### src/rtl/caxi4interconnect_txn_limiter_pkg.sv
`default_nettype none
// ============================================================================
// caxi4interconnect_txn_limiter_pkg
// Shared drain-FSM state type and outstanding-counter update helper.
// Revision: 1.0
// ============================================================================
package caxi4interconnect_txn_limiter_pkg;

  localparam int CNT_CALC_W = 8;

  typedef enum logic [1:0] {
    ST_RUN     = 2'd0,
    ST_DRAIN   = 2'd1,
    ST_DRAINED = 2'd2
  } limiter_state_e;

  typedef struct packed {
    logic [CNT_CALC_W-1:0] cnt;
    logic                  underflow;
  } cnt_upd_t;

  // A retire against an empty counter pins it at zero even if an issue
  // lands in the same cycle; the caller flags the protocol error.
  function automatic cnt_upd_t cnt_next(input logic                  issue,
                                        input logic                  retire,
                                        input logic [CNT_CALC_W-1:0] count);
    cnt_upd_t r;
    r.cnt       = count;
    r.underflow = 1'b0;
    if (retire && (count == '0)) begin
      r.underflow = 1'b1;
    end else if (issue && !retire) begin
      r.cnt = count + CNT_CALC_W'(1);
    end else if (retire && !issue) begin
      r.cnt = count - CNT_CALC_W'(1);
    end
    return r;
  endfunction

endpackage
`default_nettype wire

### src/rtl/caxi4interconnect_txn_counter.sv
`default_nettype none
// ============================================================================
// caxi4interconnect_txn_counter
// One channel's issue gating, outstanding counter and underflow detect.
// Optional peak tracking with CAXI4_TXN_LIMIT_PEAK_EN.
// Revision: 1.0
// ============================================================================
module caxi4interconnect_txn_counter
  import caxi4interconnect_txn_limiter_pkg::*;
#(
  parameter int  MAX   = 8,
  localparam int CNT_W = $clog2(MAX + 1)
) (
  input  logic             clk,
  input  logic             rst,
  input  logic             ext_block,
  input  logic             up_valid,
  output logic             up_ready,
  output logic             dn_valid,
  input  logic             dn_ready,
  input  logic             retire,
  output logic [CNT_W-1:0] count,
  output logic             underflow
`ifdef CAXI4_TXN_LIMIT_PEAK_EN
  ,
  input  logic             peak_clr,
  output logic [CNT_W-1:0] peak
`endif
);

  localparam logic [CNT_W-1:0] MAX_CNT = CNT_W'(MAX);

  logic [CNT_W-1:0] count_q, count_d;
  logic             block;
  logic             issue;
  cnt_upd_t         upd;

  assign block    = (count_q == MAX_CNT) | ext_block;
  assign dn_valid = up_valid & ~block;
  assign up_ready = dn_ready & ~block;
  assign issue    = dn_valid & dn_ready;

  always_comb begin
    upd       = cnt_next(issue, retire, CNT_CALC_W'(count_q));
    count_d   = CNT_W'(upd.cnt);
    underflow = upd.underflow;
  end

  always_ff @(posedge clk or posedge rst) begin
    if (rst) count_q <= '0;
    else     count_q <= count_d;
  end

  assign count = count_q;

`ifdef CAXI4_TXN_LIMIT_PEAK_EN
  logic [CNT_W-1:0] peak_q, peak_d;

  always_comb begin
    peak_d = peak_q;
    if (peak_clr)              peak_d = '0;
    else if (count_d > peak_q) peak_d = count_d;
  end

  always_ff @(posedge clk or posedge rst) begin
    if (rst) peak_q <= '0;
    else     peak_q <= peak_d;
  end

  assign peak = peak_q;
`endif

endmodule
`default_nettype wire

### src/rtl/caxi4interconnect_mstr_txn_limiter.sv
`default_nettype none
// ============================================================================
// caxi4interconnect_mstr_txn_limiter
// Per-master outstanding AR/AW limiter with drain handshake and sticky
// protocol-error flag. Peak counters enabled by CAXI4_TXN_LIMIT_PEAK_EN.
// Revision: 1.0
// ============================================================================
module caxi4interconnect_mstr_txn_limiter
  import caxi4interconnect_txn_limiter_pkg::*;
#(
  parameter int  MAX_RD_OUTSTANDING = 8,
  parameter int  MAX_WR_OUTSTANDING = 8,
  localparam int RD_CNT_W = $clog2(MAX_RD_OUTSTANDING + 1),
  localparam int WR_CNT_W = $clog2(MAX_WR_OUTSTANDING + 1)
) (
  input  logic                XBAR_CLK,
  input  logic                sysReset,
  input  logic                up_ARVALID,
  output logic                up_ARREADY,
  output logic                dn_ARVALID,
  input  logic                dn_ARREADY,
  input  logic                up_AWVALID,
  output logic                up_AWREADY,
  output logic                dn_AWVALID,
  input  logic                dn_AWREADY,
  input  logic                RVALID,
  input  logic                RREADY,
  input  logic                RLAST,
  input  logic                BVALID,
  input  logic                BREADY,
  input  logic                drainReq,
  output logic                drainDone,
  output logic [RD_CNT_W-1:0] rdCount,
  output logic [WR_CNT_W-1:0] wrCount,
  output logic                protErr
`ifdef CAXI4_TXN_LIMIT_PEAK_EN
  ,
  input  logic                peakClr,
  output logic [RD_CNT_W-1:0] rdPeak,
  output logic [WR_CNT_W-1:0] wrPeak
`endif
);

  limiter_state_e state_q, state_d;
  logic           drain_done_q, drain_done_d;
  logic           prot_err_q, prot_err_d;
  logic           issue_block;
  logic           rd_uf, wr_uf;

  assign issue_block = (state_q != ST_RUN);

  caxi4interconnect_txn_counter #(.MAX(MAX_RD_OUTSTANDING)) u_rd_cnt (
    .clk       (XBAR_CLK),
    .rst       (sysReset),
    .ext_block (issue_block),
    .up_valid  (up_ARVALID),
    .up_ready  (up_ARREADY),
    .dn_valid  (dn_ARVALID),
    .dn_ready  (dn_ARREADY),
    .retire    (RVALID & RREADY & RLAST),
    .count     (rdCount),
    .underflow (rd_uf)
`ifdef CAXI4_TXN_LIMIT_PEAK_EN
    ,
    .peak_clr  (peakClr),
    .peak      (rdPeak)
`endif
  );

  caxi4interconnect_txn_counter #(.MAX(MAX_WR_OUTSTANDING)) u_wr_cnt (
    .clk       (XBAR_CLK),
    .rst       (sysReset),
    .ext_block (issue_block),
    .up_valid  (up_AWVALID),
    .up_ready  (up_AWREADY),
    .dn_valid  (dn_AWVALID),
    .dn_ready  (dn_AWREADY),
    .retire    (BVALID & BREADY),
    .count     (wrCount),
    .underflow (wr_uf)
`ifdef CAXI4_TXN_LIMIT_PEAK_EN
    ,
    .peak_clr  (peakClr),
    .peak      (wrPeak)
`endif
  );

  always_comb begin
    state_d    = state_q;
    prot_err_d = prot_err_q | rd_uf | wr_uf;
    case (state_q)
      ST_RUN:     if (drainReq) state_d = ST_DRAIN;
      ST_DRAIN: begin
        if (!drainReq)                                state_d = ST_RUN;
        else if ((rdCount == '0) && (wrCount == '0))  state_d = ST_DRAINED;
      end
      ST_DRAINED: if (!drainReq) state_d = ST_RUN;
      default:    state_d = ST_RUN;
    endcase
    // Lags DRAINED entry by one cycle but drops together with the exit.
    drain_done_d = (state_q == ST_DRAINED) && (state_d == ST_DRAINED);
  end

  always_ff @(posedge XBAR_CLK or posedge sysReset) begin
    if (sysReset) begin
      state_q      <= ST_RUN;
      drain_done_q <= 1'b0;
      prot_err_q   <= 1'b0;
    end else begin
      state_q      <= state_d;
      drain_done_q <= drain_done_d;
      prot_err_q   <= prot_err_d;
    end
  end

  assign drainDone = drain_done_q;
  assign protErr   = prot_err_q;

endmodule
`default_nettype wire

### config.mk
export PLATFORM = sky130hd
export DESIGN_NAME = caxi4interconnect_mstr_txn_limiter
export DESIGN_NICKNAME = d
export VERILOG_FILES = /design/src/rtl/caxi4interconnect_txn_limiter_pkg.sv /design/src/rtl/caxi4interconnect_txn_counter.sv /design/src/rtl/caxi4interconnect_mstr_txn_limiter.sv
export SDC_FILE = /design/constraint.sdc
export NUM_CORES = 1
export LEC_CHECK = 0
export ABC_AREA = 1
export CAP_MARGIN = 25
export CORE_MARGIN = 8
export CORE_UTILIZATION = 48
export CTS_BUF_LIST = sky130_fd_sc_hd__clkbuf_2 sky130_fd_sc_hd__clkbuf_4 sky130_fd_sc_hd__clkbuf_8
export DETAILED_ROUTE_END_ITERATION = 8
export PLACE_DENSITY = 0.87
export SLEW_MARGIN = 30
export SYNTH_ARGS = -nofsm -noshare
export SYNTH_HDL_FRONTEND = slang
export SYNTH_SLANG_ARGS = --single-unit
### constraint.sdc
create_clock -name XBAR_CLK -period 2.3 [get_ports XBAR_CLK]
set_input_delay 0.46 -clock XBAR_CLK [delete_from_list [all_inputs] [get_ports XBAR_CLK]]
set_output_delay 0.46 -clock XBAR_CLK [all_outputs]
set_load 0.01 [all_outputs]
==> results.ini, run 1 <==
[floorplan]
die_h_um = 58.5
initial_core_util_pct = 50.8
die_area_sq_um = 3430
num_io_pins = 26
rows = 15
die_w_um = 58.5
coreArea_sq_um = 1710

[routing]
wl_um = 2070
drc = 0
vias_per_cell = 4.76
final_antenna_net_count = 0
drtPass1Iterations = 4
drt_iter0_drc = 17
vias = 823
routedWlPerCell_um = 12.0

[clock_tree]
postCtsSetupBuffers = 0
clock-root-buffer = clkbuf_4
h-tree-depth = 1
numCtsBuffers = 3
clock_sinks = 12
clk_path_buf_depth = 2
worstSkewPairLatency_ns = 0.27
cts_tree = built
clk_pin_slew_ns = 0.08
ctsHoldBuffers = 0
cts.repair.resized = 0

[synthesis]
mappedNetlistArea_sq_um = 868
synth_edf_count = 0
synth_cells = 115
synth_area_per_cell_sq_um = 7.55
synth-main-ff-cell = dfrtp_1
yosysWarnings = 0
ys_async_sr_fraction_pct = 100
ys_ff_latch = 12
ys_types = 21
yosysSeqAreaShare_pct = 34.6
synth_fp_nets = 135

[critical_path]
slowest_stage = clkdlybuf4s50_1
cp_data_required_time_ns = 2.51
worstPathCellList = clkdlybuf4s50_1 > inv_1 > nor3_2 > ha_1 > inv_1 > ha_1 > or2_2 > nand2_1 > nand2_1 > nand2_1 > nand2_1 > nand2_1
reg2reg_from = u_rd_cnt.count[0]
arrival_ns = 2.32
cpMostUsedCell = nand2_1
crit_fanout = 3
slowest_delay_ns = 0.46
startpoint = up_ARVALID
path_class = primary input to flip-flop
endpoint_kind = flip-flop
crit_path_start_kind = primary input

[run]
drv_cap = 0

[global_route]
antenna_found_initial = 0
gr-total-overflow = 0
grtUsageTotal_pct = 13.1
grt_pass1_vias = 842
grt_pass1_wl_um = 3560
grt_max_degree = 13

[placement]
place_area_sq_um = 1180
dpl.hpwl_um = 1730
gp_congestion = 0.826
port_buffers = 25

[finish]
syn_to_final_growth_pct = 40.9
final_cell_area_sq_um = 1220
antenna_cells = 0
nNetsFinal = 169
drive_gt1_share_pct = 12.2

[timing]
report.final.slew_viol_count = 0
fin_crit_sh_pct = 91.8
finalClockSkew_ns = 0.00228
slew_headroom_pct = 69.5
timing.fmax_ghz = 0.474
setup_violations = 0
rsz0062_at_grt = no
period_needed_ns = 2.11
finalHoldViolCount = 0
finalSetupTns_ns = 0
tightestPinTransition_ns = 0.458

[hold_path]
hp-class = primary input to async pin

[pwr]
peakVddDrop_mv = 0.705
p_per_area_nw_per_um2 = 1150
p_leak_nw = 0.627

[status]
status = completed

## sequential cells by signal, indices dropped and copies added, names as in the netlist
signal / cells
u_wr_cnt.count: 4
drainDone: 1
u_rd_cnt.count: 4
protErr: 1
state_q: 2
## logic make-up after synthesis
logic type / after synthesis / synth area share [%]
xor+xnor: 7 / 7.06
flops: 12 / 34.6
compound gates: 5 / 4.76
fa+ha+maj: 8 / 13.3
buf+inv: 17 / 7.35
simple gates: 66 / 33.0
## cells in the final DEF, fill, tap and decap left out, drive strengths merged, types with 4 or more instances in the layout
cell type / Yosys / layout
nand2: 37 / 37
clkdlybuf4s50: 0 / 25
inv: 17 / 17
nor2: 16 / 16
dfrtp: 12 / 12
nand3: 7 / 7
ha: 6 / 6
xnor2: 4 / 4
buf: 0 / 4
clkbuf: 0 / 4
## power breakdown
part	internal (mW)	total (mW)	switching [mW]	leakage [nW]
Combinational	0.422	0.814	0.392	0.460
Sequential	0.295	0.429	0.134	0.145
Clock	0.0961	0.165	0.0691	0.0210
Total	0.813	1.41	0.596	0.627
## cell usage after synthesis, types with 2 or more instances
cell type / count / area [sq um]
dfrtp_1: 12 / 300
fa_1: 2 / 40.0
ha_1: 6 / 75.1
inv_1: 16 / 60.1
nand2_1: 35 / 131
nand2_2: 2 / 12.5
nand3_1: 7 / 35.0
nand3b_1: 2 / 15.0
nor2_1: 14 / 52.6
nor3_1: 2 / 10.0
o21ai_0: 2 / 10.0
xnor2_1: 4 / 35.0
xor2_1: 3 / 26.3
## final cells by class
type | instances | area [sq um]
multi-input cells | 86 | 509
inverters | 17 | 63.8
flip-flops and latches | 12 | 303
repair buffers | 29 | 280
fillers | 132 | 484
well taps | 25 | 31.3
clock buffers | 4 | 36.3
## stage by stage
| step | setup slack, ns | power, mW | hold slack (ns) | util, % | instances |
|---|---|---|---|---|---|
| CTS | 0.125 | 1.42 | 0.492 | 71.2 | 173 |
| detailed placement | -0.136 | 1.24 | 0.476 | 69.1 | 169 |
| global placement | 0.0132 | 1.20 | 0.444 | 69.1 | 169 |
| global route | 0.0676 | 1.55 | 0.515 | 71.6 | 173 |
| finish | 0.189 | 1.41 | 0.492 | 71.6 | 173 |
| floorplan | 0.224 | 0.907 | 0.325 | - | 115 |
## layer usage
layer / global-route usage, % / wire (um) / up-vias
met4: 8.04 / 23 / 0
met2: 23.8 / 1070 / 20
li1: - / - / 421
met1: 13.6 / 894 / 380
met5: 0 / 0 / -
met3: 2.17 / 83 / 2
## worst max-delay path, delay by kind of cell
kind	cells	cell delay [ns]
AND/OR/NAND/NOR	7	0.74
buffers and inverters	3	0.61
adder cells (fa/ha/maj)	2	0.51
## path summary, 6_finish.rpt
kind                                           to  slack (ns)  cells past startpoint
min in group XBAR_CLK                     protErr        0.50                      2
worst min register to register            protErr        0.50                      2
max in group asynchronous       u_rd_cnt.count[0]        1.47                      2
worst min-delay path                    drainDone        0.49                      2
worst max-delay path            u_rd_cnt.count[3]        0.19                     12
worst max register to register  u_rd_cnt.count[3]        0.21                     13
(Power assumes the default switching activity.)
==> run 2: changes to the inputs <==
- CTS_CLUSTER_DIAMETER: not set -> 50
==> results of run 2 <==
The final DEF is identical to that of run 1; final timing and power are the same.
